==> src/rtl/execute_mdu_if.sv <==
// Decode-to-execute and execute-to-memory bundles of the execute stage.
// slave: the execute stage; master: whichever neighbour or bench drives it.
interface execute_mdu_if;
  logic        in_valid;
  logic        in_ready;
  logic [31:0] rs_in;
  logic [31:0] rt_in;
  logic [31:0] imm_in;
  logic        imm_en;
  logic [31:0] fwd_exe;
  logic [31:0] fwd_mem;
  logic [1:0]  fwd_a_sel;
  logic [1:0]  fwd_b_sel;
  logic [3:0]  alu_op;
  logic [2:0]  md_op;
  logic        trap_ovf;
  logic [4:0]  shamt_in;
  logic [1:0]  st_size;
  logic        ld_en;
  logic [4:0]  wreg_in;
  logic        wen_in;
  logic [31:0] pc_in;
  logic        out_valid;
  logic        out_ready;
  logic [31:0] result;
  logic [31:0] st_data;
  logic [1:0]  st_size_out;
  logic        ld_en_out;
  logic [4:0]  wreg_out;
  logic        wen_out;
  logic [31:0] pc_out;
  logic        ovf;
  logic        busy;

  modport slave (
    input  in_valid, rs_in, rt_in, imm_in, imm_en, fwd_exe, fwd_mem, fwd_a_sel, fwd_b_sel,
           alu_op, md_op, trap_ovf, shamt_in, st_size, ld_en, wreg_in, wen_in, pc_in, out_ready,
    output in_ready, out_valid, result, st_data, st_size_out, ld_en_out, wreg_out, wen_out,
           pc_out, ovf, busy
  );

  modport master (
    output in_valid, rs_in, rt_in, imm_in, imm_en, fwd_exe, fwd_mem, fwd_a_sel, fwd_b_sel,
           alu_op, md_op, trap_ovf, shamt_in, st_size, ld_en, wreg_in, wen_in, pc_in, out_ready,
    input  in_ready, out_valid, result, st_data, st_size_out, ld_en_out, wreg_out, wen_out,
           pc_out, ovf, busy
  );
endinterface

==> src/rtl/execute_mdu_stage.sv <==
// Execute stage: ID/EX register with forwarding, single-cycle ALU, pipelined multiplier,
// iterative restoring divider and the HI/LO registers.
module execute_mdu_stage #(
  parameter int unsigned MUL_LAT  = 3,
  parameter int unsigned DIV_BITS = 1,
  parameter bit          FWD_EN   = 1'b1
) (
  input logic          clk,
  input logic          rstn,
  input logic          flush,
  execute_mdu_if.slave bus
);
  localparam int unsigned DIV_CYC = 32 / DIV_BITS;
  localparam int unsigned CNT_W   = 5;

  localparam logic [2:0] MD_MULT  = 3'd1;
  localparam logic [2:0] MD_MULTU = 3'd2;
  localparam logic [2:0] MD_DIV   = 3'd3;
  localparam logic [2:0] MD_DIVU  = 3'd4;
  localparam logic [2:0] MD_MTHI  = 3'd5;
  localparam logic [2:0] MD_MTLO  = 3'd6;

  typedef enum logic [1:0] {S_IDLE, S_MUL, S_DIV, S_DONE} state_t;

  state_t             state_q, state_d;
  logic [CNT_W-1:0]   cnt_q, cnt_d;
  logic               occupied_q, occupied_d;
  logic               out_valid_q, out_valid_d;
  logic               busy_q, busy_d;
  logic [31:0]        op_a_q, op_a_d, op_b_q, op_b_d;
  logic [2:0]         md_op_q, md_op_d;
  logic [31:0]        result_q, result_d, st_data_q, st_data_d, pc_q, pc_d;
  logic [1:0]         st_size_q, st_size_d;
  logic               ld_en_q, ld_en_d, wen_q, wen_d, ovf_q, ovf_d;
  logic [4:0]         wreg_q, wreg_d;
  logic [31:0]        hi_q, hi_d, lo_q, lo_d;
  logic [63:0]        prod_q [MUL_LAT];
  logic [63:0]        prod_d [MUL_LAT];
  logic [31:0]        div_rem_q, div_rem_d, div_quo_q, div_quo_d, div_den_q, div_den_d;
  logic               div_qneg_q, div_qneg_d, div_rneg_q, div_rneg_d;

  logic        fire_c, in_ready_c, cap_c, is_md_c;
  logic [31:0] a_c, b_c, alu_res_c, st_lane_c, div_q_c, div_r_c;
  logic        alu_ovf_c;
  logic [63:0] a_ext_c, b_ext_c;
  logic [31:0] rem_t, quo_t;
  logic [32:0] sh_t;

  // Handshake: a draining result frees the slot in the same cycle.
  assign fire_c     = out_valid_q & bus.out_ready;
  assign in_ready_c = !occupied_q | fire_c;
  assign cap_c      = bus.in_valid & in_ready_c & !flush;
  assign is_md_c    = (bus.md_op >= MD_MULT) && (bus.md_op <= MD_DIVU);

  // Operand selection with optional forwarding.
  always_comb begin
    a_c = bus.rs_in;
    b_c = bus.rt_in;
    if (FWD_EN) begin
      case (bus.fwd_a_sel)
        2'b01:   a_c = bus.fwd_exe;
        2'b10:   a_c = bus.fwd_mem;
        default: a_c = bus.rs_in;
      endcase
      case (bus.fwd_b_sel)
        2'b01:   b_c = bus.fwd_exe;
        2'b10:   b_c = bus.fwd_mem;
        default: b_c = bus.rt_in;
      endcase
    end
    if (bus.imm_en) b_c = bus.imm_in;
  end

  // Signed divide fix-up of the magnitude results.
  assign div_q_c = div_qneg_q ? 32'(-div_quo_q) : div_quo_q;
  assign div_r_c = div_rneg_q ? 32'(-div_rem_q) : div_rem_q;

  // HI/LO update; MFHI/MFLO read the next value so a same-edge write is visible.
  always_comb begin
    hi_d = hi_q;
    lo_d = lo_q;
    if (!flush) begin
      if (state_q == S_DONE) begin
        if (md_op_q == MD_MULT || md_op_q == MD_MULTU) begin
          {hi_d, lo_d} = prod_q[MUL_LAT-1];
        end else if (op_b_q == 32'h0) begin
          lo_d = 32'hFFFF_FFFF;
          hi_d = op_a_q;
        end else begin
          lo_d = div_q_c;
          hi_d = div_r_c;
        end
      end else if (fire_c && md_op_q == MD_MTHI) begin
        hi_d = op_a_q;
      end else if (fire_c && md_op_q == MD_MTLO) begin
        lo_d = op_a_q;
      end
    end
  end

  always_comb begin
    alu_res_c = 32'h0;
    alu_ovf_c = 1'b0;
    case (bus.alu_op)
      4'd0: begin
        alu_res_c = a_c + b_c;
        alu_ovf_c = (a_c[31] == b_c[31]) && (alu_res_c[31] != a_c[31]);
      end
      4'd1: begin
        alu_res_c = a_c - b_c;
        alu_ovf_c = (a_c[31] != b_c[31]) && (alu_res_c[31] != a_c[31]);
      end
      4'd2:    alu_res_c = a_c & b_c;
      4'd3:    alu_res_c = a_c | b_c;
      4'd4:    alu_res_c = a_c ^ b_c;
      4'd5:    alu_res_c = ~(a_c | b_c);
      4'd6:    alu_res_c = {31'h0, $signed(a_c) < $signed(b_c)};
      4'd7:    alu_res_c = {31'h0, a_c < b_c};
      4'd8:    alu_res_c = b_c << bus.shamt_in;
      4'd9:    alu_res_c = b_c >> bus.shamt_in;
      4'd10:   alu_res_c = 32'($signed(b_c) >>> bus.shamt_in);
      4'd11:   alu_res_c = {b_c[15:0], 16'h0};
      4'd12:   alu_res_c = hi_d;
      4'd13:   alu_res_c = lo_d;
      default: alu_res_c = 32'h0;
    endcase
  end

  always_comb begin
    case (bus.st_size)
      2'd1:    st_lane_c = {4{b_c[7:0]}};
      2'd2:    st_lane_c = {2{b_c[15:0]}};
      2'd3:    st_lane_c = b_c;
      default: st_lane_c = 32'h0;
    endcase
  end

  // Multiplier pipeline: sign/zero-extended 64-bit product, MUL_LAT stages deep.
  always_comb begin
    a_ext_c   = {{32{(md_op_q == MD_MULT) & op_a_q[31]}}, op_a_q};
    b_ext_c   = {{32{(md_op_q == MD_MULT) & op_b_q[31]}}, op_b_q};
    prod_d[0] = a_ext_c * b_ext_c;
    for (int i = 1; i < int'(MUL_LAT); i++) prod_d[i] = prod_q[i-1];
  end

  // Restoring divider on magnitudes, DIV_BITS quotient bits per cycle.
  always_comb begin
    div_rem_d  = div_rem_q;
    div_quo_d  = div_quo_q;
    div_den_d  = div_den_q;
    div_qneg_d = div_qneg_q;
    div_rneg_d = div_rneg_q;
    rem_t      = div_rem_q;
    quo_t      = div_quo_q;
    sh_t       = 33'h0;
    if (cap_c && is_md_c) begin
      div_rem_d  = 32'h0;
      div_quo_d  = (bus.md_op == MD_DIV && a_c[31]) ? 32'(-a_c) : a_c;
      div_den_d  = (bus.md_op == MD_DIV && b_c[31]) ? 32'(-b_c) : b_c;
      div_qneg_d = (bus.md_op == MD_DIV) && (a_c[31] ^ b_c[31]);
      div_rneg_d = (bus.md_op == MD_DIV) && a_c[31];
    end else if (state_q == S_DIV) begin
      for (int i = 0; i < int'(DIV_BITS); i++) begin
        sh_t  = {rem_t, quo_t[31]};
        quo_t = {quo_t[30:0], 1'b0};
        if (sh_t >= {1'b0, div_den_q}) begin
          sh_t     = sh_t - {1'b0, div_den_q};
          quo_t[0] = 1'b1;
        end
        rem_t = sh_t[31:0];
      end
      div_rem_d = rem_t;
      div_quo_d = quo_t;
    end
  end

  // MDU sequencer and stage occupancy.
  always_comb begin
    state_d     = state_q;
    cnt_d       = cnt_q;
    occupied_d  = occupied_q;
    out_valid_d = out_valid_q;
    case (state_q)
      S_IDLE, S_DONE: begin
        state_d = S_IDLE;
        if (cap_c && is_md_c) begin
          if (bus.md_op == MD_MULT || bus.md_op == MD_MULTU) begin
            state_d = S_MUL;
            cnt_d   = CNT_W'(MUL_LAT - 1);
          end else begin
            state_d = S_DIV;
            cnt_d   = CNT_W'(DIV_CYC - 1);
          end
        end
      end
      S_MUL, S_DIV: begin
        if (cnt_q == '0) state_d = S_DONE;
        else             cnt_d = cnt_q - CNT_W'(1);
      end
      default: state_d = S_IDLE;
    endcase
    if (flush) begin
      state_d     = S_IDLE;
      occupied_d  = 1'b0;
      out_valid_d = 1'b0;
    end else if (cap_c) begin
      occupied_d  = 1'b1;
      out_valid_d = !is_md_c;
    end else if (fire_c) begin
      occupied_d  = 1'b0;
      out_valid_d = 1'b0;
    end else if (state_d == S_DONE) begin
      out_valid_d = 1'b1;
    end
    busy_d = (state_d == S_MUL) || (state_d == S_DIV);
  end

  // ID/EX capture; outputs hold until the next capture.
  always_comb begin
    op_a_d    = op_a_q;
    op_b_d    = op_b_q;
    md_op_d   = md_op_q;
    result_d  = result_q;
    st_data_d = st_data_q;
    st_size_d = st_size_q;
    ld_en_d   = ld_en_q;
    wreg_d    = wreg_q;
    wen_d     = wen_q;
    pc_d      = pc_q;
    ovf_d     = ovf_q;
    if (cap_c) begin
      op_a_d    = a_c;
      op_b_d    = b_c;
      md_op_d   = bus.md_op;
      result_d  = alu_res_c;
      st_data_d = st_lane_c;
      st_size_d = bus.st_size;
      ld_en_d   = bus.ld_en;
      wreg_d    = bus.wreg_in;
      pc_d      = bus.pc_in;
      ovf_d     = bus.trap_ovf & alu_ovf_c;
      wen_d     = bus.wen_in & !(bus.trap_ovf & alu_ovf_c) & !is_md_c;
    end
  end

  always_ff @(posedge clk) begin
    if (!rstn) begin
      state_q     <= S_IDLE;
      cnt_q       <= '0;
      occupied_q  <= 1'b0;
      out_valid_q <= 1'b0;
      busy_q      <= 1'b0;
      op_a_q      <= '0;
      op_b_q      <= '0;
      md_op_q     <= '0;
      result_q    <= '0;
      st_data_q   <= '0;
      st_size_q   <= '0;
      ld_en_q     <= 1'b0;
      wreg_q      <= '0;
      wen_q       <= 1'b0;
      pc_q        <= '0;
      ovf_q       <= 1'b0;
      hi_q        <= '0;
      lo_q        <= '0;
      div_rem_q   <= '0;
      div_quo_q   <= '0;
      div_den_q   <= '0;
      div_qneg_q  <= 1'b0;
      div_rneg_q  <= 1'b0;
      for (int i = 0; i < int'(MUL_LAT); i++) prod_q[i] <= '0;
    end else begin
      state_q     <= state_d;
      cnt_q       <= cnt_d;
      occupied_q  <= occupied_d;
      out_valid_q <= out_valid_d;
      busy_q      <= busy_d;
      op_a_q      <= op_a_d;
      op_b_q      <= op_b_d;
      md_op_q     <= md_op_d;
      result_q    <= result_d;
      st_data_q   <= st_data_d;
      st_size_q   <= st_size_d;
      ld_en_q     <= ld_en_d;
      wreg_q      <= wreg_d;
      wen_q       <= wen_d;
      pc_q        <= pc_d;
      ovf_q       <= ovf_d;
      hi_q        <= hi_d;
      lo_q        <= lo_d;
      div_rem_q   <= div_rem_d;
      div_quo_q   <= div_quo_d;
      div_den_q   <= div_den_d;
      div_qneg_q  <= div_qneg_d;
      div_rneg_q  <= div_rneg_d;
      for (int i = 0; i < int'(MUL_LAT); i++) prod_q[i] <= prod_d[i];
    end
  end

  assign bus.in_ready    = in_ready_c;
  assign bus.out_valid   = out_valid_q;
  assign bus.busy        = busy_q;
  assign bus.result      = result_q;
  assign bus.st_data     = st_data_q;
  assign bus.st_size_out = st_size_q;
  assign bus.ld_en_out   = ld_en_q;
  assign bus.wreg_out    = wreg_q;
  assign bus.wen_out     = wen_q;
  assign bus.pc_out      = pc_q;
  assign bus.ovf         = ovf_q;
endmodule
==> src/flat_wrapper.sv <==
// flat-port wrapper written by rule: the top's interface ports become plain ports
module execute_mdu_stage_flat 
#(
  parameter int unsigned MUL_LAT  = 3,
  parameter int unsigned DIV_BITS = 1,
  parameter bit          FWD_EN   = 1'b1
)
  (clk, rstn, flush, bus_in_valid, bus_rs_in, bus_rt_in, bus_imm_in, bus_imm_en, bus_fwd_exe, bus_fwd_mem, bus_fwd_a_sel, bus_fwd_b_sel, bus_alu_op, bus_md_op, bus_trap_ovf, bus_shamt_in, bus_st_size, bus_ld_en, bus_wreg_in, bus_wen_in, bus_pc_in, bus_out_ready, bus_in_ready, bus_out_valid, bus_result, bus_st_data, bus_st_size_out, bus_ld_en_out, bus_wreg_out, bus_wen_out, bus_pc_out, bus_ovf, bus_busy);
  execute_mdu_if bus_i ();
  input logic clk;
  input logic rstn;
  input logic flush;
  input wire logic [$bits(bus_i.in_valid)-1:0] bus_in_valid;
  input wire logic [$bits(bus_i.rs_in)-1:0] bus_rs_in;
  input wire logic [$bits(bus_i.rt_in)-1:0] bus_rt_in;
  input wire logic [$bits(bus_i.imm_in)-1:0] bus_imm_in;
  input wire logic [$bits(bus_i.imm_en)-1:0] bus_imm_en;
  input wire logic [$bits(bus_i.fwd_exe)-1:0] bus_fwd_exe;
  input wire logic [$bits(bus_i.fwd_mem)-1:0] bus_fwd_mem;
  input wire logic [$bits(bus_i.fwd_a_sel)-1:0] bus_fwd_a_sel;
  input wire logic [$bits(bus_i.fwd_b_sel)-1:0] bus_fwd_b_sel;
  input wire logic [$bits(bus_i.alu_op)-1:0] bus_alu_op;
  input wire logic [$bits(bus_i.md_op)-1:0] bus_md_op;
  input wire logic [$bits(bus_i.trap_ovf)-1:0] bus_trap_ovf;
  input wire logic [$bits(bus_i.shamt_in)-1:0] bus_shamt_in;
  input wire logic [$bits(bus_i.st_size)-1:0] bus_st_size;
  input wire logic [$bits(bus_i.ld_en)-1:0] bus_ld_en;
  input wire logic [$bits(bus_i.wreg_in)-1:0] bus_wreg_in;
  input wire logic [$bits(bus_i.wen_in)-1:0] bus_wen_in;
  input wire logic [$bits(bus_i.pc_in)-1:0] bus_pc_in;
  input wire logic [$bits(bus_i.out_ready)-1:0] bus_out_ready;
  output wire logic [$bits(bus_i.in_ready)-1:0] bus_in_ready;
  output wire logic [$bits(bus_i.out_valid)-1:0] bus_out_valid;
  output wire logic [$bits(bus_i.result)-1:0] bus_result;
  output wire logic [$bits(bus_i.st_data)-1:0] bus_st_data;
  output wire logic [$bits(bus_i.st_size_out)-1:0] bus_st_size_out;
  output wire logic [$bits(bus_i.ld_en_out)-1:0] bus_ld_en_out;
  output wire logic [$bits(bus_i.wreg_out)-1:0] bus_wreg_out;
  output wire logic [$bits(bus_i.wen_out)-1:0] bus_wen_out;
  output wire logic [$bits(bus_i.pc_out)-1:0] bus_pc_out;
  output wire logic [$bits(bus_i.ovf)-1:0] bus_ovf;
  output wire logic [$bits(bus_i.busy)-1:0] bus_busy;
  assign bus_i.in_valid = bus_in_valid;
  assign bus_i.rs_in = bus_rs_in;
  assign bus_i.rt_in = bus_rt_in;
  assign bus_i.imm_in = bus_imm_in;
  assign bus_i.imm_en = bus_imm_en;
  assign bus_i.fwd_exe = bus_fwd_exe;
  assign bus_i.fwd_mem = bus_fwd_mem;
  assign bus_i.fwd_a_sel = bus_fwd_a_sel;
  assign bus_i.fwd_b_sel = bus_fwd_b_sel;
  assign bus_i.alu_op = bus_alu_op;
  assign bus_i.md_op = bus_md_op;
  assign bus_i.trap_ovf = bus_trap_ovf;
  assign bus_i.shamt_in = bus_shamt_in;
  assign bus_i.st_size = bus_st_size;
  assign bus_i.ld_en = bus_ld_en;
  assign bus_i.wreg_in = bus_wreg_in;
  assign bus_i.wen_in = bus_wen_in;
  assign bus_i.pc_in = bus_pc_in;
  assign bus_i.out_ready = bus_out_ready;
  assign bus_in_ready = bus_i.in_ready;
  assign bus_out_valid = bus_i.out_valid;
  assign bus_result = bus_i.result;
  assign bus_st_data = bus_i.st_data;
  assign bus_st_size_out = bus_i.st_size_out;
  assign bus_ld_en_out = bus_i.ld_en_out;
  assign bus_wreg_out = bus_i.wreg_out;
  assign bus_wen_out = bus_i.wen_out;
  assign bus_pc_out = bus_i.pc_out;
  assign bus_ovf = bus_i.ovf;
  assign bus_busy = bus_i.busy;
  execute_mdu_stage #(.MUL_LAT(MUL_LAT), .DIV_BITS(DIV_BITS), .FWD_EN(FWD_EN)) u_core (.clk(clk), .rstn(rstn), .flush(flush), .bus(bus_i));
endmodule
==> config.mk <==
export PLATFORM = sky130hd
export DESIGN_NAME = execute_mdu_stage_flat
export DESIGN_NICKNAME = d
export VERILOG_FILES = /design/src/rtl/execute_mdu_if.sv /design/src/rtl/execute_mdu_stage.sv /design/src/flat_wrapper.sv
export SDC_FILE = /design/constraint.sdc
export NUM_CORES = 2
export LEC_CHECK = 0
export CORE_MARGIN = 5
export CORE_UTILIZATION = 40
export CTS_CLUSTER_DIAMETER = 50
export DETAILED_ROUTE_END_ITERATION = 7
export DONT_BUFFER_PORTS = 1
export MAX_ROUTING_LAYER = met4
export SLEW_MARGIN = 40
export SYNTH_ARGS = -nofsm -noshare
export SYNTH_HDL_FRONTEND = slang
export SYNTH_SLANG_ARGS = --single-unit
==> constraint.sdc <==
create_clock -name clk -period 9.6 [get_ports clk]
set_input_delay 1.44 -clock clk [delete_from_list [all_inputs] [get_ports clk]]
set_output_delay 1.44 -clock clk [all_outputs]
set_load 0.005 [all_outputs]
[Word level (Yosys, flattened, before mapping)]
Memory sizes are Yosys's and may differ from the RTL's.
Index checks and enable logic that the tools add are counted.
Cells by class
  add/subtract/negate cells: 8
  multipliers: 1
  divide/modulo/power cells: 0
  order comparisons: 5
  eq/ne operators: 39
  shifts and indexed selects: 3
  muxes and demuxes: 44
  bitwise operators: 18
  reduce and logical (&&, ||, !) cells: 28
Operator list (number)
  2-to-1 mux 32 bit: 19
  one-hot mux 32 bit (14 select lines): 1
  2-to-1 mux 64 bit: 3
  negator 32 bit: 4
  one-hot mux 32 bit (2 select lines): 2
  one-hot mux 32 bit (3 select lines): 1
  less-than comparator 32 bit: 2
  multiplier 33 x 33 -> 64 bit: 1
  subtractor 32 bit: 2
  >= comparator 33 x 32 -> 1 bit: 1
  adder 32 bit: 1
  bitwise AND 32 bit: 1
  zero test 32 bit: 1
  inverter 32 bit: 1
  OR 32 bit: 1
  << shifter 32 x 5 -> 32 bit: 1
  right shift 32 x 5 -> 32 bit: 1
  >>> shifter 32 x 5 -> 32 bit: 1
  bitwise XOR 32 bit: 1
  == test 4 bit, second input constant: 6
  == test 2 bit, second input constant: 8
  == test 4 x 3 -> 1 bit, second input constant: 4
  2-to-1 mux 5 bit: 3
  == test 2 x 1 -> 1 bit, second input constant: 5
  31 further kinds: 75
Storage, ports and cells
  flip-flop bits (word level): 345
  latch bits: 0
  bits in writable memories: 192
  memory bits (read-only): 0
  logic and storage cells: 170
  memories kept: 1
Memories
  u_core.prod_q: depth 3, width 64, rd ports 3, clocked after Yosys merged registers in 0, write ports 3, RTL line execute_mdu_stage.sv:37  | logic [63:0] prod_q [MUL_LAT];

[Depth between registers and ports, before layout]
  depth in word-level cells: 11
  gate-level depth with buffers: 33

[Worst setup path before layout]
Ideal clock, no wire load.
  path kind: register -> register
  start point: register u_core.md_op_q[1]
  end point: memory u_core.prod_q[0][61]
  setup time: 128 ps
  arrival time: 8012 ps
  setup slack: 1461 ps
  cell stages (with the launch flop): 34
  clock period less this slack: 8139 ps
  path through: dfxtp_1 > nand2b_1 > nor2_1 > clkbuf_1 > and2_0 > clkbuf_1 > nand2_1 > inv_1 > fa_1 > inv_1 > fa_1 > inv_1 > fa_1 > inv_1 > fa_1 > inv_1 > fa_1 > fa_1 > inv_1 > fa_1 > fa_1 > inv_1 > ha_1 > clkbuf_1 > inv_1 > nor3_1 > and3_1 > nand3_1 > a31oi_1 > a2111oi_0 > nor3_1 > a221oi_1 > xor2_1 > nor2_1
RTL lines
  from (decl): RTL line execute_mdu_stage.sv:31  | logic [2:0] md_op_q, md_op_d;
  from (signal assigned): RTL line execute_mdu_stage.sv:280  | md_op_q <= md_op_d;
  to (decl): RTL line execute_mdu_stage.sv:37

==> out/qor.csv <==
stage,metric,value,unit
place,gpl congestion,1.042,
yosys,"FF+latch count, synth",537,
yosys,top post-synthesis cells by area,"fa_1 (31%), dfxtp_1 (15%), inv_1 (6.4%)",
power_and_ir_drop,switch share,0.4123,
floorplan,row cnt,157,
clock_tree,CTS tree,built,
clock_tree,clock-pin slew on the worst setup and hold paths,0.07,ns
grt,gr usage total,0.3227,
routing,DR WL/cell,27.71,um
worst_setup_path,"Slowest-stage cell, CP",nor3_1,
clock_tree,Post-CTS Resized,0,
grt,first-pass GRT wire length,452300,um
timing,Min Hold Slack,0.3960,ns
worst_setup_path,"most used cell, CP",fa_1,
routing,Detail Route Antenna Nets,0,
worst_setup_path,crit path max fanout,7,
yosys,Synth Warn #,0,
grt,initial antenna violation count,13,
routing,DR pass1 iterations,6,
place,detailed placer's ending HPWL,239200,um
clock_tree,buffer depth of the longest clock path,3,
power_and_ir_drop,part of the power in registers,0.292,
routing,routed wire length,307500,um
power_and_ir_drop,Psw,3.533,mW
power_and_ir_drop,Max VDD drop,0.1134,mV
clock_tree,post-cts hold buffer count,0,
power_and_ir_drop,Internal,5.035,mW
timing,worst rel slew slack,0.3457,
routing,DRC viols,0,
place,port bufs,0,
yosys,Post-Syn Nets,10570,
yosys,commonest cells in the netlist,"inv_1 (1,260), nand2_1 (1,202), fa_1 (1,128)",
worst_setup_path,CP Depth,29,
finish,synthesis-to-layout area growth,7.481,%
routing,DR vias/cell,5.910,
worst_setup_path,Setup crit end kind,flip-flop,
routing,routed vias,65600,
power_and_ir_drop,clock power share,0.335,
clock_tree,worst-skew pair later-pin latency,0.70,ns
clock_tree,CTS H-tree depth,3,
floorplan,Horiz. Die Dim,438.9,um
timing,"Min Clock Period, post-route",9.125,ns
power_and_ir_drop,Logic pwr share,0.373,
finish,layout cells sized above 1,0.06656,
floorplan,Core Region,183100,um^2
worst_setup_path,WP buf/inv,6,
floorplan,number of top-level pins,333,
power_and_ir_drop,total power,8.568,mW
yosys,Yosys cell types,97,
worst_setup_path,max incr delay on CP,0.63,ns
yosys,most frequent cell after synthesis,inv_1,
yosys,"Primary FF master, synth",dfxtp_1,
place,Placed Instances,10960,
routing,1st-iter DRT viols,7228,
power_and_ir_drop,PwrDens,108.3,nW/um^2
worst_setup_path,Setup crit start kind,flip-flop,
clock_tree,Setup Buffers After CTS,0,
status,run status,completed,
grt,GRT Residual Overflow,0,
floorplan,die height,438.9,um
timing,Setup Viol. Count Final,0,
yosys,synthesized instance count,8869,
timing,unrepaired setup endpoints after global routing,no,
grt,vias in the first global route,66030,
worst_setup_path,Worst Setup Path Type,reg2reg,
timing,Final Hold Fails,0,
clock_tree,CTS Root Buffer Type,clkbuf_16,
hold_path,Hold Crit Class,reg2reg,
floorplan,Initial Util,0.4019,
job,max-cap violations,0,
yosys,register area share after synthesis,0.1461,
yosys,Avg Synthesized Cell Area,8.297,um^2
worst_setup_path,"CP delay by family, top",adder cells,
timing,Tcrit/Tclk final,0.9505,
worst_setup_path,critical path data arrival time,9.68,ns
yosys,Yosys top cell area share,0.3069,
worst_setup_path,WP data required,10.16,ns
timing,slew of the pin with the lowest slew margin,0.9814,ns
yosys,mapped cell area,73590,um^2
yosys,Yosys top cell by area,fa_1,
timing,skew final,0.04539,ns
worst_setup_path,R2R depth,29,
clock_tree,Clock Sinks,537,
finish,Nets,10270,
timing,achievable frequency,0.1096,GHz
power_and_ir_drop,P_leak,33.45,nW
floorplan,Die ar.,192600,um^2
finish,final non-filler cell total,11100,
yosys,"EDFF count, synth",0,
clock_tree,CTS Buf Count,72,
hold_path,hold path cells,1,
grt,pin count of the biggest net entering global routing,230,
timing,setup total negative slack,0,ns
timing,Slew Limit Fails,0,
yosys,Synth async-reset ratio,0,
-- area by class of cell --
class | count | area (um^2)
multi-input combinational | 6408 | 55710
clock inverter | 44 | 581.8
antenna | 11 | 27.53
fill | 18300 | 104000
tap | 2464 | 3083
timing repair buffer | 272 | 2153
clock buffer | 86 | 1966
sequential | 537 | 10770
inverter | 1277 | 4801
-- routing by layer --
metal  part of all wire  global-route usage  up-vias
met3              0.090             0.05859      770
met2               0.44              0.4886     3487
li1                   -                   -    28170
met5                  0                   -        -
met1               0.41              0.4169    33170
met4              0.062              0.1593        0
-- placed cells by master, fill, tap and decap left out, types with 57 or more instances in the layout --
master	synthesis	final
a22oi_1	88	88
nand2b_1	59	59
ha_1	351	348
nand2_1	1202	1199
a21oi_1	427	422
o211ai_1	57	57
a211oi_1	103	103
inv_1	1260	1259
nand3_1	77	76
clkbuf_16	0	73
buf_4	4	262
a31oi_1	89	89
and2_1	530	530
o21ai_0	316	314
and3_1	62	61
mux2i_1	106	106
nor2_1	548	540
dfxtp_1	537	521
a21o_1	71	71
xnor2_1	151	151
o22ai_1	88	88
nor3_1	94	90
xor2_1	82	82
fa_1	1128	1128
-- path summary, 6_finish.rpt --
check	startpoint	to	slack [ns]
worst min-delay path	u_core.prod_q[0][92]	u_core.prod_q[0][156]	0.40
worst min register to register	u_core.prod_q[0][92]	u_core.prod_q[0][156]	0.40
worst max-delay path	u_core.md_op_q[1]	u_core.prod_q[0][61]	0.48
worst max register to register	u_core.md_op_q[1]	u_core.prod_q[0][61]	0.48
-- registers in the layout, summed over array words and instances, names as in the netlist, 3 cells and up --
| signal | cells |
|---|---|
| u_core.bus.pc_out | 32 |
| u_core.div_den_q | 32 |
| u_core.bus.st_data | 32 |
| u_core.bus.wreg_out | 5 |
| u_core.div_rem_q | 32 |
| u_core.lo_q | 32 |
| u_core.prod_q | 192 |
| u_core.bus.result | 32 |
| u_core.op_b_q | 32 |
| u_core.md_op_q | 3 |
| u_core.op_a_q | 32 |
| u_core.hi_q | 32 |
| u_core.div_quo_q | 32 |
| u_core.cnt_q | 5 |
-- stage by stage --
stage / util / instance area [um^2] / worst slack, ns
after floorplan: - / 73590 / 1.461
after global placement: 0.4171 / 76370 / 0.4818
after detailed placement: 0.4175 / 76440 / 0.6146
after CTS: 0.4314 / 78990 / 0.5849
after global routing: 0.4319 / 79080 / 0.1350
final: 0.4320 / 79090 / 0.4751
-- power groups by stage --
| stage | registers [mW] | clock network, mW | logic, mW |
|---|---|---|---|
| global placement | 2.54 | 0 | 3.09 |
| floorplan | 2.44 | 0 | 2.04 |
| CTS | 2.49 | 2.90 | 3.11 |
| detailed placement | 2.54 | 0 | 3.09 |
| finish | 2.50 | 2.87 | 3.20 |
| global route | 2.51 | 2.98 | 3.42 |
-- logic make-up (layout without fill, tap and decap cells) --
kind of cell	Yosys count	in the layout	synth area share
fa+ha+maj	1479	1479	0.3666
flops	537	537	0.1461
mux	153	153	0.02528
buf+inv	1924	1679	0.09906
compound gates	1756	1756	0.1593
other cells	0	11	0
simple gates	2787	2787	0.1760
xor+xnor	233	233	0.02773
Note: power is estimated with default switching activity, not from simulation.
